File: src/rtl/uart_rx.sv
// uart_rx: 16x-oversampled receiver for 11-bit frames
// (start, 8 data LSB-first, parity, stop). Holds one received byte plus
// status flags for the host; a one-cycle read strobe consumes the byte.
//
// Host handshake: rxrdy is high while data holds an unread byte. A read
// pulse sampled on a clock edge clears rxrdy and all error flags from the
// next cycle on. A read coinciding with a frame delivery consumes the old
// byte, so the new byte loads with rxrdy kept high and overrun not set.
//
// rxstate exposes the receiver FSM for observation:
// 0 IDLE, 1 START, 2 DATA, 3 PARITY, 4 STOP, 5 BREAK.
module uart_rx (
   input  logic       mclkx16,
   input  logic       reset,
   input  logic       rx,
   input  logic       paritymode,
   input  logic       read,
   output logic [7:0] data,
   output logic       rxrdy,
   output logic       parityerr,
   output logic       framingerr,
   output logic       overrun,
   output logic [2:0] rxstate
);

   typedef enum logic [2:0] {
      IDLE   = 3'd0,
      START  = 3'd1,
      DATA   = 3'd2,
      PARITY = 3'd3,
      STOP   = 3'd4,
      BREAK  = 3'd5
   } state_t;

   state_t     state, state_next;
   logic       rx_m, rx_s;
   logic [3:0] cnt, cnt_next;
   logic [2:0] bitidx;
   logic [7:0] shreg;
   logic       runpar;
   logic       perr_q;
   logic       sample;
   logic       deliver;

   // The counter runs modulo 16 from the start edge, so a count of 7
   // lands mid-bit for the start bit and every following bit.
   assign sample  = (cnt == 4'd7);
   assign rxstate = state;

   // Two-flop synchronizer for the asynchronous line; idles high.
   always_ff @(posedge mclkx16) begin
      if (!reset) begin
         rx_m <= 1'b1;
         rx_s <= 1'b1;
      end else begin
         rx_m <= rx;
         rx_s <= rx_m;
      end
   end

   // Next-state, counter and delivery decode.
   always_comb begin
      state_next = state;
      deliver    = 1'b0;
      case (state)
         IDLE:   if (!rx_s) state_next = START;
         START:  if (sample) state_next = rx_s ? IDLE : DATA;
         DATA:   if (sample && (bitidx == 3'd7)) state_next = PARITY;
         PARITY: if (sample) state_next = STOP;
         STOP: begin
            if (sample) begin
               deliver    = 1'b1;
               state_next = rx_s ? IDLE : BREAK;
            end
         end
         BREAK:  if (rx_s) state_next = IDLE;
         default: state_next = IDLE;
      endcase
      // Leaving IDLE loads 1 so that the detecting edge counts as cycle 0.
      if ((state_next == IDLE) || (state_next == BREAK))
         cnt_next = 4'd0;
      else
         cnt_next = cnt + 4'd1;
   end

   // FSM state and bit-timing counter.
   always_ff @(posedge mclkx16) begin
      if (!reset) begin
         state <= IDLE;
         cnt   <= 4'd0;
      end else begin
         state <= state_next;
         cnt   <= cnt_next;
      end
   end

   // Frame assembly: shift data in LSB first, keep running parity and
   // latch the parity verdict so the stop edge only has to deliver.
   always_ff @(posedge mclkx16) begin
      if (!reset) begin
         bitidx <= 3'd0;
         shreg  <= 8'h00;
         runpar <= 1'b0;
         perr_q <= 1'b0;
      end else if (sample) begin
         case (state)
            START: begin
               bitidx <= 3'd0;
               runpar <= 1'b0;
            end
            DATA: begin
               shreg  <= {rx_s, shreg[7:1]};
               runpar <= runpar ^ rx_s;
               bitidx <= bitidx + 3'd1;
            end
            PARITY: perr_q <= (rx_s != (paritymode ^ runpar));
            default: ;
         endcase
      end
   end

   // Host-visible byte and flags; delivery wins over a plain read.
   always_ff @(posedge mclkx16) begin
      if (!reset) begin
         data       <= 8'h00;
         rxrdy      <= 1'b0;
         parityerr  <= 1'b0;
         framingerr <= 1'b0;
         overrun    <= 1'b0;
      end else if (deliver) begin
         data       <= shreg;
         rxrdy      <= 1'b1;
         parityerr  <= perr_q;
         framingerr <= !rx_s;
         overrun    <= read ? 1'b0 : (overrun | rxrdy);
      end else if (read) begin
         rxrdy      <= 1'b0;
         parityerr  <= 1'b0;
         framingerr <= 1'b0;
         overrun    <= 1'b0;
      end
   end

endmodule

File: config.mk
export PLATFORM = sky130hd
export DESIGN_NAME = uart_rx
export DESIGN_NICKNAME = d
export VERILOG_FILES = /design/src/rtl/uart_rx.sv
export SDC_FILE = /design/constraint.sdc
export NUM_CORES = 1
export LEC_CHECK = 0
export BUFFER_PORTS_ARGS = -buffer_cell sky130_fd_sc_hd__buf_4
export CAP_MARGIN = 30
export CORE_AREA = 5 5 63 65
export DETAILED_ROUTE_END_ITERATION = 8
export DIE_AREA = 0 0 68 70
export PLACE_DENSITY_LB_ADDON = 0.08
export SETUP_SLACK_MARGIN = 0.05
export SYNTH_ARGS = -nofsm -noshare
export SYNTH_HDL_FRONTEND = slang
export SYNTH_SLANG_ARGS = --single-unit
File: constraint.sdc
create_clock -name mclkx16 -period 3.16 [get_ports mclkx16]
set_input_delay 0 -clock mclkx16 [delete_from_list [all_inputs] [get_ports mclkx16]]
set_output_delay 0 -clock mclkx16 [all_outputs]
set_load 0.005 [all_outputs]
==> flow_metrics.tcl <==
set metrics [dict create \
    outcome "completed" \
    ant_nets 0 \
    cp_data_required_time_ns 3.36 \
    dr.pass1.iters 4 \
    end_kind "flop" \
    synth-async-reset-ratio_pct 0 \
    core_area_sq_um 3280 \
    hold_path_class "in2reg" \
    synth.area.top_cells "dfxtp_1 (47%), nand2_1 (10%), a21oi_1 (8.0%)" \
    rsz0062_at_grt "no" \
    grt_max_degree 27 \
    synth_top_family_by_area "simple AND/OR/NAND/NOR gates" \
    setup_viol 0 \
    diodes 0 \
    fin_crit_ns 1.85 \
    area_growth_pct 18.9 \
    synth_ff_type "dfxtp_1" \
    clock-root-buffer "clkbuf_4" \
    cts_tree "done" \
    worst_pin_slew_ns 0.601 \
    grt_pass1_vias 1109 \
    slew_headroom_pct 59.7 \
    synthXorXnorAreaFrac_pct 3.03 \
    fin_setup_tns_ns 0 \
    synth_top_area_share_pct 47.0 \
    start_kind "flop" \
    slew_viol_final 0 \
    dieArea_sq_um 4760 \
    synth_warnings 0 \
    clock_latency_ns 0.33 \
    cts_resized 0 \
    layout.cells.non_filler 236 \
    htree_levels 2 \
    antenna_found_initial 0 \
    numPortBuffers 19 \
    critPathKind "reg2reg" \
    clock_skew_ns 0.00726 \
    gp_congestion 0.795 \
    dp_hpwl_mm 2.12 \
    synth-seq-cells 34 \
    synth-seq-area-share_pct 47.0 \
    cts_buffer_depth 2 \
    grt_usage_pct 13.9 \
    p_per_area_nw_per_um2 418 \
    holdWs_ns 0.0836 \
    viasPerCell 5.01 \
    avgRoutedWirePerCell_um 12.5 \
    rr_endpoint "cnt[0]$_SDFF_PP0_" \
    worstPathArrival_ns 2.05 \
    maxCapViolCount 0 \
    cts.sinks 34 \
    min_period_over_period_pct 58.4 \
    dpl_worst_slack_ns 1.34 \
    p_leak_nw 0.674 \
    place_inst 224 \
    total_power_mw 0.720 \
    clk_pin_slew_worst_paths_ns 0.10 \
    muxShareOfSynthArea_pct 3.03 \
    vdd_drop_max_mv 0.224 \
    start_util_pct 44.1 \
    post-synth-top-count-cell "nand2_1" \
    synth.avg_cell_area_sq_um 8.72 \
    fillCellCount 317 \
    synth.cell_area_sq_um 1450 \
    cts_inserted_buffers 5 \
    grt_overflow_total 0 \
    drtIter0Drc 55 \
    die_y_um 70 \
    crit_fanout 4 \
    fmax_ghz 0.542 \
    drive_above_1_share_pct 19.5 \
    nets 197 \
    synthSimpleGateAreaFrac_pct 26.0 \
    drc_errors 0 \
    rr_startpoint "cnt[0]$_SDFF_PP0_" \
    totalWireLength_mm 2.95 \
    vias 1182 \
    grt_pass1_wl_mm 5.06 \
    synthTopCellsByCount "nand2_1 (40), dfxtp_1 (34), a21oi_1 (23), nor2_1 (7), nor3_1 (7)" \
    rows 21 \
    die_x_um 68 \
    setup_ws_ns 1.31 \
    synth_edf_count 0 \
    synth.largest_area_cell "dfxtp_1" \
    hold_viol 0 \
    synth_cell_types 36 \
    netlist_instances 166 \
    worst_r2r_path_depth 5 \
    ioPinCount 20 \
    hold_depth 5 \
    synth_adder_area_share_pct 2.59 \
    min_to "perr_q$_SDFFE_PN0P_" \
    regToRegSetupSlack_ns 1.31 \
    synthesis.nets 174 \
    holdCritStartpoint "paritymode" \
    synth_compound_area_share_pct 14.4 \
]
==> area by class of cell <==
| type | instances | area, sq um | share of cell area, % |
|---|---|---|---|
| clock buffer | 6 | 51.3 | 2.98 |
| clock inverter | 2 | 12.5 | 0.727 |
| inverter | 1 | 3.75 | 0.218 |
| multi-input combinational | 121 | 711 | 41.3 |
| sequential | 34 | 681 | 39.5 |
| tap | 46 | 57.6 | 3.34 |
| timing repair buffer | 26 | 205 | 11.9 |
==> routing by layer <==
layer | wire [um] | global-route usage [%]
met1 | 1360 | 17.4
met2 | 1420 | 21.6
met3 | 117 | 4.81
met4 | 47 | 5.30
met5 | 0 | 0
==> worst max-delay path by stage <==
stage,start,end,cells after the start,slack (ns)
2_1_floorplan,cnt[0]$_SDFF_PP0_,runpar$_SDFFE_PN0P_,6,1.53
3_3_place_gp,cnt[0]$_SDFF_PP0_,runpar$_SDFFE_PN0P_,5,1.41
3_5_place_dp,cnt[0]$_SDFF_PP0_,cnt[2]$_SDFF_PP0_,5,1.34
4_1_cts,cnt[0]$_SDFF_PP0_,cnt[0]$_SDFF_PP0_,5,1.32
5_1_grt,cnt[0]$_SDFF_PP0_,cnt[0]$_SDFF_PP0_,5,1.22
6_report,cnt[0]$_SDFF_PP0_,cnt[0]$_SDFF_PP0_,5,1.31
==> through the flow <==
stage                     utilization (%)  cell area, sq um
after floorplan                         -              1450
after global placement               49.3              1620
after detailed placement             49.3              1620
after CTS                            52.4              1720
after global routing                 52.4              1720
final                                52.4              1720
==> critical path, stage by stage, from the launching register on <==
cell	delay [ns]
dfxtp_1	0.36
ha_1	0.28
and3b_1	0.21
and3_1	0.19
a211oi_1	0.53
o32ai_2	0.14
==> timing repair <==
action	CTS	global route
setup buffers	0	0
setup endpoints to repair	0	0
hold buffers	4	0
hold endpoints to repair	10	0
==> cell usage in the layout, fill, tap and decap left out, drive strengths merged <==
| cell | synthesis | routed |
|---|---|---|
| a22oi | 2 | 2 |
| xnor2 | 4 | 4 |
| a31oi | 1 | 1 |
| nor3 | 8 | 8 |
| ha | 3 | 3 |
| dfxtp | 34 | 34 |
| clkinv | 1 | 2 |
| o21a | 2 | 2 |
| nand4b | 1 | 1 |
| mux2 | 1 | 1 |
| o22ai | 3 | 3 |
| nand2b | 5 | 5 |
| nand3b | 3 | 3 |
| or3 | 4 | 4 |
| clkbuf | 3 | 6 |
| and3 | 1 | 1 |
| o211a | 1 | 1 |
| xor2 | 1 | 1 |
| nand2 | 40 | 40 |
| and3b | 1 | 1 |
| a21oi | 23 | 23 |
| clkinvlp | 0 | 1 |
| dlygate4sd3 | 0 | 4 |
| nor2 | 8 | 8 |
| nand3 | 1 | 1 |
| or4b | 1 | 1 |
| a211oi | 1 | 1 |
| mux2i | 2 | 2 |
| buf | 7 | 22 |
| nor3b | 1 | 1 |
| o32ai | 1 | 1 |
| or2b | 1 | 1 |
| o21ai | 1 | 1 |
==> flip-flops by register name (all words and copies together) (netlist names) <==
signal	flops
bitidx	3
cnt	4
data	8
framingerr	1
overrun	1
parityerr	1
perr_q	1
runpar	1
rx_m	1
rx_s	1
rxrdy	1
rxstate	3
shreg	8
==> power breakdown <==
group	switching (mW)	internal (mW)	leakage, nW
Sequential	0.00463	0.431	0.274
Combinational	0.0157	0.0160	0.365
Clock	0.146	0.107	0.0343
Total	0.167	0.554	0.674
==> kinds of logic after synthesis <==
kind of cell             after synthesis
XOR/XNOR                               5
AND/OR/NAND/NOR                       75
buffers and inverters                 11
AO/OA/AOI/OAI                         35
adder cells (fa/ha/maj)                3
flip-flops                            34
multiplexers                           3
(Power assumes the default switching activity.)
